===== config.mk =====
export PLATFORM = sky130hd
export DESIGN_NAME = duty_slew
export DESIGN_NICKNAME = d
export VERILOG_FILES = /design/src/rtl/pwm_pkg.sv /design/src/rtl/period_cnt.sv /design/src/rtl/duty_slew.sv
export SDC_FILE = /design/constraint.sdc
export NUM_CORES = 1
export LEC_CHECK = 0
export CAP_MARGIN = 40
export CORE_MARGIN = 2
export CORE_UTILIZATION = 45
export DETAILED_ROUTE_END_ITERATION = 8
export GPL_TIMING_DRIVEN = 1
export PLACE_DENSITY_LB_ADDON = 0.05
export SLEW_MARGIN = 20
export SYNTH_ARGS = -nofsm -noshare
export SYNTH_HDL_FRONTEND = slang
export SYNTH_HIERARCHICAL = 1
export SYNTH_SLANG_ARGS = --single-unit

===== constraint.sdc =====
create_clock -name clk -period 9.6 [get_ports clk]
set_input_delay 1.44 -clock clk [delete_from_list [all_inputs] [get_ports clk]]
set_output_delay 1.44 -clock clk [all_outputs]
set_load 0.05 [all_outputs]

===== src/rtl/pwm_pkg.sv =====
// Shared types and widths for the PWM duty path.
package pwm_pkg;

    // Duty and period-counter width; must match the PWM counter.
    localparam int unsigned DUTY_W = 11;

    typedef logic [DUTY_W-1:0] duty_t;

    // Ramp status reported alongside the registered duty.
    typedef enum logic [1:0] {
        IDLE    = 2'd0,
        RAMP_UP = 2'd1,
        RAMP_DN = 2'd2
    } ramp_state_t;

endpackage : pwm_pkg


===== src/rtl/period_cnt.sv =====
// Free-running PWM period counter with last-clock-of-period decode.
// Shared with the PWM block so both stay aligned off the same reset.
module period_cnt
    import pwm_pkg::*;
#(
    parameter int unsigned W = DUTY_W
) (
    input  logic         clk,
    input  logic         rst_n,
    output logic [W-1:0] cnt,
    output logic         period_end
);

    logic [W-1:0] cnt_q;
    logic [W-1:0] cnt_d;

    // Next count: plain increment, wraps from all-ones to zero.
    always_comb begin
        cnt_d = cnt_q + 1'b1;
    end

    // Counter register.
    always_ff @(posedge clk or negedge rst_n) begin
        if (!rst_n) begin
            cnt_q <= '0;
        end else begin
            cnt_q <= cnt_d;
        end
    end

    assign cnt        = cnt_q;
    assign period_end = &cnt_q;

endmodule : period_cnt


===== src/rtl/duty_slew.sv =====
// Duty target buffer and slew limiter feeding the PWM duty input.
// Targets arrive over valid/ready, wait in a one-deep pending slot and
// are applied only on the last clock of a PWM period, optionally limited
// to SLEW_STEP counts per period.
module duty_slew
    import pwm_pkg::*;
#(
    parameter int unsigned DUTY_W     = pwm_pkg::DUTY_W,
    parameter int unsigned SLEW_STEP  = 8,
    parameter int unsigned RESET_DUTY = 0
) (
    input  logic              clk,
    input  logic              rst_n,
    input  logic [DUTY_W-1:0] tgt_duty,
    input  logic              tgt_vld,
    output logic              tgt_rdy,
    input  logic              ramp_en,
    output logic [DUTY_W-1:0] duty,
    output logic              period_end,
    output logic              settled,
    output logic [1:0]        state
);

    localparam logic [DUTY_W:0]   STEP_X  = (DUTY_W+1)'(SLEW_STEP);
    localparam logic [DUTY_W-1:0] STEP    = DUTY_W'(SLEW_STEP);
    localparam logic [DUTY_W-1:0] RST_VAL = DUTY_W'(RESET_DUTY);

    // Counter value is only needed by the PWM block itself.
    logic [DUTY_W-1:0] cnt_unused;

    period_cnt #(
        .W (DUTY_W)
    ) u_period_cnt (
        .clk        (clk),
        .rst_n      (rst_n),
        .cnt        (cnt_unused),
        .period_end (period_end)
    );

    logic [DUTY_W-1:0] duty_q,     duty_d;
    logic [DUTY_W-1:0] tgt_q,      tgt_d;
    logic [DUTY_W-1:0] pend_q,     pend_d;
    logic              pend_vld_q, pend_vld_d;
    ramp_state_t       state_q,    state_d;

    logic [DUTY_W-1:0] eff_tgt;
    logic [DUTY_W-1:0] step_duty;
    logic [DUTY_W:0]   up_sum;
    logic [DUTY_W:0]   dn_limit;
    logic              take;

    // Slew step toward the effective target. Both directions compare in
    // DUTY_W+1 bits; the downward case tests duty <= E+STEP instead of
    // subtracting, so no intermediate value can go below zero.
    always_comb begin
        eff_tgt   = pend_vld_q ? pend_q : tgt_q;
        up_sum    = {1'b0, duty_q} + STEP_X;
        dn_limit  = {1'b0, eff_tgt} + STEP_X;
        step_duty = eff_tgt;
        if (ramp_en) begin
            if (eff_tgt > duty_q) begin
                step_duty = (up_sum >= {1'b0, eff_tgt}) ? eff_tgt : up_sum[DUTY_W-1:0];
            end else if (eff_tgt < duty_q) begin
                step_duty = ({1'b0, duty_q} <= dn_limit) ? eff_tgt : (duty_q - STEP);
            end
        end
    end

    // Next-state: boundary update of duty/target/state, then handshake capture.
    always_comb begin
        duty_d     = duty_q;
        tgt_d      = tgt_q;
        pend_d     = pend_q;
        pend_vld_d = pend_vld_q;
        state_d    = state_q;
        take       = tgt_vld && !pend_vld_q;

        if (period_end) begin
            tgt_d      = eff_tgt;
            duty_d     = step_duty;
            pend_vld_d = 1'b0;
            if (step_duty < eff_tgt) begin
                state_d = RAMP_UP;
            end else if (step_duty > eff_tgt) begin
                state_d = RAMP_DN;
            end else begin
                state_d = IDLE;
            end
        end

        // A capture on the boundary clock lands in pend for the next period.
        if (take) begin
            pend_d     = tgt_duty;
            pend_vld_d = 1'b1;
        end
    end

    // State registers.
    always_ff @(posedge clk or negedge rst_n) begin
        if (!rst_n) begin
            duty_q     <= RST_VAL;
            tgt_q      <= RST_VAL;
            pend_q     <= '0;
            pend_vld_q <= 1'b0;
            state_q    <= IDLE;
        end else begin
            duty_q     <= duty_d;
            tgt_q      <= tgt_d;
            pend_q     <= pend_d;
            pend_vld_q <= pend_vld_d;
            state_q    <= state_d;
        end
    end

    assign tgt_rdy = !pend_vld_q;
    assign duty    = duty_q;
    assign settled = (duty_q == tgt_q) && !pend_vld_q;
    assign state   = state_q;

endmodule : duty_slew


-- Word-level counts from Yosys, hierarchy flattened
Index checks and enable logic that the tools add are counted.
- bits in registers: 47
- bits of input ports: 15
- output and inout bits: 16
- add/sub/neg operators: 4
- order comparisons: 6
- equal/unequal tests: 1
- muxes and demuxes: 10
- reduce and logical (&&, ||, !) cells: 5
- operators with widths (kind ; count):
    $mux 11 ; 6
    $add 11x4->12 const B ; 2
    $gt 11x11->1 ; 2
    $lt 11x11->1 ; 2
    $ge 12x11->1 ; 1
    $le 11x12->1 ; 1
    $add 11x1->11 const B ; 1
    $eq 11x11->1 ; 1
    $reduce_and 11->1 ; 1
    $sub 11x4->11 const B ; 1
    $mux 2 ; 2
    $logic_and 1x1->1 ; 2
    $mux 1 ; 2
    $reduce_bool 2->1 ; 1
    $logic_not 1->1 ; 1

-- Logic depth before layout (Yosys ltp)
Gate-level depths: netlist (run 1).
- word-level depth: 10
- depth in mapped cells: 24
- mapped depth without buffers: 23

-- Hierarchy
The synthesis (run 1) kept the hierarchy.
- modules (own cells, without submodules) (module ; times used ; cells each ; area an instance (sq um)):
    duty_slew ; 1 ; 372 ; 3286.9
    period_cnt ; 1 ; 35 ; 452.9

-- Least setup slack after synthesis (run 1)
Ideal clock, no wire load.
- kind: reg2reg
- start point: register pend_vld_q
- end point: register state_q[1], in the netlist state[1]
- library setup time: 137 ps
- data arrival time: 4425 ps
- required time: 9463 ps
- slack: 5038 ps
- stages on the path, launching flop included: 25
- path buffers: 3
- period minus slack after synthesis: 4562 ps
- cells stage by stage: dfrtp_1 > buf_2 > buf_2 > mux2i_1 > inv_1 > ha_1 > nand4b_1 > a22oi_1 > xor2_1 > ha_1 > nand3_1 > nor3_1 > o21ai_0 > and2_1 > clkbuf_1 > nor3_1 > nor3_1 > nor2_1 > ha_1 > a211oi_1 > nand2_1 > nor3_1 > a21oi_1 > nand3_1 > o21ai_0
- longest elaborated chain between the ends: 10
- RTL lines (element ; RTL line ; source):
    start, declared ; duty_slew.sv:43 ; logic pend_vld_q, pend_vld_d;
    start signal, assigned ; duty_slew.sv:110 ; pend_vld_q <= pend_vld_d;
    $mux 11 * ; duty_slew.sv:56 ; eff_tgt = pend_vld_q ? pend_q : tgt_q;
    named net eff_tgt[3] ; duty_slew.sv:46 ; logic [DUTY_W-1:0] eff_tgt;
    $add 11x4->12 ; duty_slew.sv:58 ; dn_limit = {1'b0, eff_tgt} + STEP_X;
    $le 11x12->1 ; duty_slew.sv:64 ; step_duty = ({1'b0, duty_q} <= dn_limit) ? eff_tgt : (duty_q - STEP);
    $mux 11 ; duty_slew.sv:64 ;
    $mux 11 ; duty_slew.sv:63 ; end else if (eff_tgt < duty_q) begin
    $mux 11 * ; duty_slew.sv:61 ; if (eff_tgt > duty_q) begin
    $mux 11 * ; duty_slew.sv:60 ; if (ramp_en) begin
    named net step_duty[6] ; duty_slew.sv:47 ; logic [DUTY_W-1:0] step_duty;
    $gt 11x11->1 ; duty_slew.sv:84 ; end else if (step_duty > eff_tgt) begin
    $mux 2 ; duty_slew.sv:84 ;
    $mux 2 * ; duty_slew.sv:82 ; if (step_duty < eff_tgt) begin
    end signal, assigned ; duty_slew.sv:111 ; state_q <= state_d;
    end, declared ; duty_slew.sv:44 ; ramp_state_t state_q, state_d;
Mark *: on every way through the listed nets, which the timed path passes. The rest lies on a longest branch.
A chain may end at the register's enable or synchronous reset.

-- Worst setup path after layout (run 1)
Same ends and word-level chain as after synthesis.

==> results, run 1 <==
- The number of cells upsized or downsized after cts is 0.
- The critical path class is flop to flop.
- The die boundary height is around 95 µm.
- The total power is about 800 µW.
- Of the total power, the clock network draws between 10% and 20%.
- The switching power is about 350 µW.
- The type of destination of the critical path is a flop.
- The number of antenna violations at the first check in global routing is 0.
- The worst hold path class is flop to flop.
- The final RePlAce weighted congestion is roughly 0.93.
- Dividing the final minimum period by the clock period gives about three fifths.
- The post-synthesis instance area is around 3700 µm².
- The maximum clock insertion buffer count is 2.
- The detailed-route DRC error count is 0.
- The count of nets left with antenna violations after detail routing is 0.
- Dividing the detail-routed via count by the number of cells gives 5.766.
- The clock period minus final worst setup slack is roughly 5.7 ns.
- The switching part of the total power is 44.01%.
- Summed over all nets, the half-perimeter wirelength after detailed placement is 7613 µm.
- The total number of placement rows is 33.
- The sequential share of power is between 20% and 30%.
- The via count is 3108.
- The area used by multi-input combinational logic is 2359 µm².
- The synthesized area per cell is a little over 9 µm².
- The number of flops mapped to enable cells by yosys is 0.
- For this block, the routed nets add up to about 10000 µm of wire.
- Setup violations remaining at the end of the flow were counted as 0.
- After detailed routing, the average wire length per cell comes to around 19 µm.
- The region available for standard cell placement spans 8134 µm².
- Setup repair after global routing left no endpoint under its margin.
- The endpoint with the worst hold slack is u_period_cnt/cnt[8].
- The post-route netlist has between 7 and 8% of its cells at a drive strength greater than 1.
- The share of power burned in combinational logic is 54.0%.
- The post-CTS clock slew at the launch and capture registers of the worst setup and hold paths is ~0.10 ns.
- Synthesis produced a netlist with a net count of between 400 and 500.
- The capture instance of the worst register-to-register path is state[1].
- The total overflow left after global routing is 0.
- The startpoint of the lowest-slack hold path is u_period_cnt/cnt[8].
- During I/O placement, the number of pins put on the boundary was 31.
- The number of detailed-route iterations in the first pass is 4.
- Hold repair after CTS inserted 0 buffers.
- The final layout net count is 493.
- The post-route clock skew is roughly 0.016 ns.
- The number of cells traversed by the worst register-to-register path is 22.
- During synthesis, Yosys emitted a total of 6 warnings.
- The final-report max-slew violation count is 0.
- The reg-to-reg startpoint is pend_vld_q.
- The first routing iteration left between 100 and 150 violations.
- The relative slew slack is 43.81%.
- In this run the static leakage power is 1.930 nW.
- Sequential cells were found to cover 31.45% of the synthesized design area.
- In the synthesized netlist the dominant register cell turns out to be sky130_fd_sc_hd__dfrtp_1.
- The internal portion of the total power is around 450 µW.
- 0 antenna diodes ended up in the layout.
- The count of endpoints failing hold in the final timing report is 0.
- The initial core utilization is between 40% and 50%.
- The later pin in the worst-skew pair is clocked with a latency of between 0.3 and 0.4 ns.
- The upper clock frequency limit is ~180 MHz.
- The flow ran to the end, and the final reports show no timing, DRC or antenna violations.
- The flop and latch count out of synthesis is 47.
- The worst setup path is launched from a flop.
- The tree is rooted in a sky130_fd_sc_hd__clkbuf_8.
- In this run the tool buffered the top-level ports with 30 buffer cells.
- The total track usage is about a quarter.
- The via count of the first global-routing pass came to ~3000.
- The first global-routing pass estimated 16110 µm of wire.
- The number of sinks handled by clock tree synthesis is between 40 and 50.
- The instance count of the mapped netlist is between 400 and 500.
- The TritonCTS clock tree is yes.
- The depth of the CTS H-tree is 2.
- The final-layout setup total negative slack is 0 ns.
- The number of clock buffers added by TritonCTS is 5.
- Max-cap violations in this run came to 0.
- For the pin with the worst max-slew slack, the measured transition is approximately 0.82 ns.
- The reg2reg setup slack is 3.93 ns.
- The largest net degree at the start of global routing is 48.
- The post-CTS setup buffer count is 0.
- The area overhead of the layout relative to synthesis is 12.81%.
- Of all nets on the critical path, the largest fanout is 20.
- The full die area is around 9100 µm².
- The number of distinct library cells after synthesis is 52.
- The worst ir drop on vdd is between 90 and 100 µV.
- Data arrives at the worst endpoint at 5.86 ns.
- The fraction of synthesis flops using an asynchronous set or reset pin is 100.0%.
- The number of stages on the worst hold path is 1.
- The total area of sequential cells is between 1000 and 1500 µm².
- The die is 95.17 µm wide.
- The required time of the critical path is between 9 and 10 ns.
- The total power per unit cell area is around 190 nW/µm².
- The filler cell count in the final layout is a little under 800.
## registers in the layout, indices dropped and copies added (netlist names)
name	cells
pend_q	11
duty	11
pend_vld_q	1
u_period_cnt/cnt	11
tgt_q	11
state	2
## worst max-delay path by stage
stage	start	to	slack, ns	cells past startpoint
floorplan	pend_vld_q	state[1]	5.04	24
global placement	pend_vld_q	state[1]	4.27	22
detailed placement	pend_vld_q	state[1]	4.02	22
CTS	pend_vld_q	state[1]	4.00	22
global route	pend_vld_q	state[1]	3.41	21
finish	pend_vld_q	state[1]	3.93	22
## Yosys cell counts (5+ instances only)
library cell | n | area [µm²]
sky130_fd_sc_hd__dfrtp_1 | 47 | 1176
sky130_fd_sc_hd__o31ai_1 | 5 | 37.54
sky130_fd_sc_hd__ha_1 | 45 | 563.0
sky130_fd_sc_hd__nor2_1 | 23 | 86.33
sky130_fd_sc_hd__mux2i_1 | 16 | 160.2
sky130_fd_sc_hd__o21ai_0 | 15 | 75.07
sky130_fd_sc_hd__clkbuf_1 | 8 | 30.03
sky130_fd_sc_hd__nor3_1 | 17 | 85.08
sky130_fd_sc_hd__nand4_1 | 12 | 75.07
sky130_fd_sc_hd__mux2_2 | 12 | 135.1
sky130_fd_sc_hd__nand2_1 | 21 | 78.83
sky130_fd_sc_hd__a21oi_1 | 24 | 120.1
sky130_fd_sc_hd__inv_1 | 34 | 127.6
sky130_fd_sc_hd__xnor2_1 | 35 | 306.5
sky130_fd_sc_hd__a211oi_1 | 7 | 52.55
sky130_fd_sc_hd__a21o_1 | 5 | 37.54
sky130_fd_sc_hd__nand3_1 | 16 | 80.08
## layout make-up
cell class                 count  share of cell area, %
inverter                      35                  3.114
sequential                    47                  27.88
tap                          105                  3.114
clock inverter                 3                 0.6524
multi-input combinational    310                  55.90
timing repair buffer          34                  7.711
clock buffer                   5                  1.631
## worst max-delay path, cell delays in order (launching register included)
cell and delay (ns):
sky130_fd_sc_hd__dfrtp_1 0.85, sky130_fd_sc_hd__mux2i_1 0.78, sky130_fd_sc_hd__inv_1 0.21, sky130_fd_sc_hd__ha_1 0.29
sky130_fd_sc_hd__nand4_1 0.14, sky130_fd_sc_hd__a22oi_1 0.14, sky130_fd_sc_hd__xor2_1 0.19, sky130_fd_sc_hd__ha_1 0.33
sky130_fd_sc_hd__nand3_1 0.10, sky130_fd_sc_hd__nor3_1 0.28, sky130_fd_sc_hd__o21ai_0 0.17, sky130_fd_sc_hd__a21oi_1 0.25
sky130_fd_sc_hd__nand2_1 0.19, sky130_fd_sc_hd__nand2_1 0.26, sky130_fd_sc_hd__mux2i_1 0.22, sky130_fd_sc_hd__ha_1 0.26
sky130_fd_sc_hd__nor2b_1 0.13, sky130_fd_sc_hd__o21a_1 0.16, sky130_fd_sc_hd__o21a_1 0.16, sky130_fd_sc_hd__o21ai_0 0.16
sky130_fd_sc_hd__a21oi_1 0.11, sky130_fd_sc_hd__nand3_1 0.09, sky130_fd_sc_hd__o21ai_0 0.08
## power by group through the flow
stage	logic [mW]	clock network [mW]	registers (mW)
2_1_floorplan	0.319	0	0.228
3_3_place_gp	0.419	0	0.237
3_5_place_dp	0.424	0	0.236
4_1_cts	0.426	0.142	0.232
5_1_grt	0.481	0.151	0.235
6_report	0.430	0.134	0.232
## layer usage
layer,GRT usage (%),routed length [µm],vias up
li1,-,-,1526
met1,33.10,4762,1477
met2,37.97,4673,89
met3,2.767,483,16
met4,6.884,201,0
met5,0,0,-
## stage by stage
stage / setup WS (ns) / std cells / hold slack, ns / area, µm² / utilization (%)
6_report: 3.927 / 539 / 0.4768 / 4219 / 51.87
5_1_grt: 3.412 / 539 / 0.4997 / 4219 / 51.87
4_1_cts: 3.998 / 539 / 0.4800 / 4219 / 51.87
3_5_place_dp: 4.018 / 531 / 0.4582 / 4123 / 50.68
3_3_place_gp: 4.271 / 530 / 0.4551 / 4115 / 50.59
2_1_floorplan: 5.038 / 407 / 0.4382 / 3740 / -
## cells in the final DEF, fill, tap and decap left out, types with 7 or more instances in the layout
| cell type | count |
|---|---|
| sky130_fd_sc_hd__dfrtp_1 | 47 |
| sky130_fd_sc_hd__ha_1 | 45 |
| sky130_fd_sc_hd__xnor2_1 | 35 |
| sky130_fd_sc_hd__inv_1 | 34 |
| sky130_fd_sc_hd__clkdlybuf4s50_1 | 29 |
| sky130_fd_sc_hd__a21oi_1 | 24 |
| sky130_fd_sc_hd__nor2_1 | 22 |
| sky130_fd_sc_hd__nand2_1 | 21 |
| sky130_fd_sc_hd__nor3_1 | 17 |
| sky130_fd_sc_hd__nand3_1 | 16 |
| sky130_fd_sc_hd__mux2i_1 | 16 |
| sky130_fd_sc_hd__o21ai_0 | 15 |
| sky130_fd_sc_hd__nand4_1 | 12 |
| sky130_fd_sc_hd__mux2_2 | 12 |
| sky130_fd_sc_hd__a211oi_1 | 7 |
## cell families after synthesis
kind of cell / after synthesis / synth area share [%]
AO/OA/AOI/OAI: 85 / 15.12
XOR/XNOR: 37 / 8.665
adder cells (fa/ha/maj): 45 / 15.06
buffers and inverters: 50 / 5.553
flip-flops: 47 / 31.45
multiplexers: 29 / 8.297
AND/OR/NAND/NOR: 114 / 15.86
(Power assumes the default switching activity.)
==> run 2: changes to the inputs <==
==> constraint.sdc (replaced) <==
create_clock -name clk -period 5.85 [get_ports clk]
set_input_delay 0.8775 -clock clk [delete_from_list [all_inputs] [get_ports clk]]
set_output_delay 0.8775 -clock clk [all_outputs]
set_load 0.05 [all_outputs]
==> results, run 2 (same netlist as run 1, synthesis figures left out) <==
- The count of endpoints failing hold in the final timing report is 0 (unchanged).
- The number of antenna violations at the first check in global routing is 0 (unchanged).
- The source-to-sink clock delay at the later pin of the worst-skew pair is 0.30 ns (was 0.32 ns).
- The starting DRC count in detailed routing was 196 (was 140).
- The post-route clock skew is 0.01102 ns (was 0.01588 ns).
- The average routed wire per standard cell is 18.60 µm (was 18.78 µm).
- The CTS root buffer is sky130_fd_sc_hd__clkbuf_8 (unchanged).
- RSZ-0062 raised after global routing: false (unchanged).
- The switching power was 577.5 µW (was 350.8 µW).
- The number of cells upsized or downsized after cts is 0 (unchanged).
- The upper clock frequency limit is 190.6 MHz (was 176.3 MHz).
- The required time of the critical path is 6.02 ns (was 9.78 ns).
- The worst endpoint data arrival time was 5.42 ns (was 5.86 ns).
- The final layout net count is 498 (was 493).
- The share of power burned in the clock network is 18.3% (was 16.9%).
- The setup slack of the critical path after layout is 0.6031 ns (was 3.927 ns).
- The die boundary height was 95.17 µm (unchanged).
- The global-route wire length before repair is 16510 µm (was 16110 µm).
- The worst hold margin was 0.4735 ns (was 0.4768 ns).
- The worst ir drop on vdd is 130.0 µV (was 91.82 µV).
- The maximum clock insertion buffer count is 2 (unchanged).
- The fraction of layout instances using a drive strength above 1 was 9.112% (was 7.834%).
- The total overflow reported by the global router is 0 (unchanged).
- The worst hold path class was flop to flop (unchanged).
- The total power per unit cell area is 320.9 nW/µm² (was 189.0 nW/µm²).
- The actual transition at the worst max-transition pin was 0.8418 ns (was 0.8194 ns).
- The number of detailed-route iterations in the first pass is 4 (unchanged).
- The relative slew slack is 43.88% (was 43.81%).
- The port buffer count was 30 (unchanged).
- The leading cell type in the layout, fill and taps excluded is sky130_fd_sc_hd__dfrtp_1 (unchanged).
- The largest net degree at the start of global routing is 48 (unchanged).
- The placement-stage worst setup slack is 0.6780 ns (was 4.018 ns).
- The startpoint type of the worst setup path is a flop (unchanged).
- The clock period minus final worst setup slack is 5.247 ns (was 5.673 ns).
- The critical path class is flop to flop (unchanged).
- The post-CTS setup buffer count is 0 (unchanged).
- The count of nets left with antenna violations after detail routing is 0 (unchanged).
- The share of power burned in combinational logic is 53.9% (was 54.0%).
- The per-cell via count in the routed design came to 5.746 (was 5.766).
- The final HPWL from detailed placement is 7802 µm (was 7613 µm).
- The type of destination of the critical path is a flop (unchanged).
- The count of boundary I/O pins is 31 (unchanged).
- The die boundary width is 95.17 µm (unchanged).
- The final cell count without fillers is 544 (was 539).
- The TritonCTS clock tree is yes (unchanged).
- The number of clock buffers inserted by TritonCTS was 5 (unchanged).
- The depth of the CTS H-tree is 2 (unchanged).
- The sequential share of power is 27.7% (was 29.2%).
- Status: complete, no violations (unchanged).
- The number of max-cap violations is 0 (unchanged).
- The total area of sequential cells is 1176 µm² (unchanged).
- The final-report max-slew violation count is 0 (unchanged).
- The total placed cells including tap cells is 536 (was 531).
- The filler cell count in the final layout is 753 (was 781).
- The via count of the first global-routing pass is 3019 (was 2951).
- The number of inserted diodes is 0 (unchanged).
- The post-detailed-routing wire length is 10120 µm (about the same).
- The number of stages on the worst hold path is 1 (unchanged).
- The total number of placement rows is 33 (unchanged).
- The highest fanout seen on the critical path was 20 (unchanged).
- The core box area is 8134 µm² (unchanged).
- The full die area is 9056 µm² (unchanged).
- The total track usage is 24.00% (was 23.53%).
- The final RePlAce weighted congestion is 0.9747 (was 0.9284).
- The number of failing setup endpoints in the final timing report is 0 (unchanged).
- The internal cell power is 795.4 µW (was 446.4 µW).
- The final-layout setup total negative slack is 0 ns (unchanged).
- The share of the clock period used by the worst path was 89.69% (was 59.09%).
- The static leakage came to 1.962 nW (was 1.930 nW).
- The initial core utilization is 45.98% (unchanged).
- The detailed-route DRC error count came to 0 (unchanged).
- The via count is 3126 (was 3108).
- Commonest non-fill, non-tap cells in the layout: sky130_fd_sc_hd__dfrtp_1, sky130_fd_sc_hd__ha_1, sky130_fd_sc_hd__xnor2_1 (unchanged).
- The post-CTS clock slew at the launch and capture registers of the worst setup and hold paths is 0.10 ns (about the same).
- The switching part of the total power came to 42.07% (was 44.01%).
- The area used by multi-input combinational logic is 2361 µm² (was 2359 µm²).
- The area overhead of the layout relative to synthesis is 14.39% (was 12.81%).
- The number of sinks handled by clock tree synthesis is 47 (unchanged).
- The number of hold buffers added after cts came to 0 (unchanged).
- The number of cells traversed by the worst register-to-register path was 22 (unchanged).
run 2: cell types whose count changed in the layout (fill, tap and decap cells not counted), sizes merged:
cell / previous run / this run
buf: 5 / 10
bufinv: 0 / 1
inv: 36 / 35
run 2: final timing paths:
| kind | from | slack [ns] | end |
|---|---|---|---|
| setup / recovery | pend_vld_q | 0.60 | state[1] |
| hold / removal | u_period_cnt/cnt[10] | 0.47 | u_period_cnt/cnt[10] |
| setup reg to reg | pend_vld_q | 0.60 | state[1] |
| hold reg to reg | u_period_cnt/cnt[10] | 0.47 | u_period_cnt/cnt[10] |
| max in group asynchronous | rst_n | 4.75 | pend_vld_q |
| min in group asynchronous | rst_n | 0.65 | duty[10] |
run 2: power groups by stage:
stage	Combinational (mW)	Sequential, mW	Clock, mW
finish	0.741	0.381	0.251
global route	0.836	0.385	0.275
floorplan	0.523	0.375	0
detailed placement	0.737	0.387	0
global placement	0.725	0.387	0
CTS	0.740	0.381	0.262
run 2: worst max-delay path, cell delays in order (launching register included):
cell	delay (ns)
sky130_fd_sc_hd__dfrtp_1	0.90
sky130_fd_sc_hd__mux2i_1	0.16
sky130_fd_sc_hd__buf_4	0.20
sky130_fd_sc_hd__inv_1	0.12
sky130_fd_sc_hd__ha_1	0.24
sky130_fd_sc_hd__nand4_1	0.13
sky130_fd_sc_hd__a22oi_1	0.37
sky130_fd_sc_hd__xor2_1	0.12
sky130_fd_sc_hd__ha_1	0.33
sky130_fd_sc_hd__nand3_1	0.09
sky130_fd_sc_hd__nor3_1	0.23
sky130_fd_sc_hd__o21ai_0	0.17
sky130_fd_sc_hd__and2_1	0.27
sky130_fd_sc_hd__nor3_1	0.49
sky130_fd_sc_hd__nor3_1	0.17
sky130_fd_sc_hd__nor2_1	0.14
sky130_fd_sc_hd__ha_1	0.24
sky130_fd_sc_hd__a211oi_1	0.23
sky130_fd_sc_hd__nand2_1	0.10
sky130_fd_sc_hd__nor3_1	0.14
sky130_fd_sc_hd__a21oi_1	0.10
sky130_fd_sc_hd__nand3_1	0.08
sky130_fd_sc_hd__o21ai_0	0.08
run 2: routing by layer:
layer / track usage [%] / part of all wire (%) / vias up
met4: 7.005 / 1.8 / 0
met2: 38.09 / 45 / 80
met3: 3.715 / 4.9 / 14
met5: 0 / 0 / -
li1: - / - / 1537
met1: 33.74 / 48 / 1495
run 2: cell type report:
cell class | count | share of cell area, %
Clock inverter | 3 | 1.082
Timing Repair Buffer | 39 | 8.482
Clock buffer | 5 | 1.609
Multi-Input combinational cell | 310 | 55.19
Inverter | 35 | 3.071
Sequential cell | 47 | 27.49
Tap cell | 105 | 3.071
run 2: stage by stage:
stage          instance area (µm²)  util (%)  total power, mW
6_report                      4278     52.59            1.373
5_1_grt                       4278     52.59            1.496
4_1_cts                       4278     52.59            1.383
3_5_place_dp                  4163     51.18            1.124
3_3_place_gp                  4160     51.15            1.112
2_1_floorplan                 3740         -           0.8975
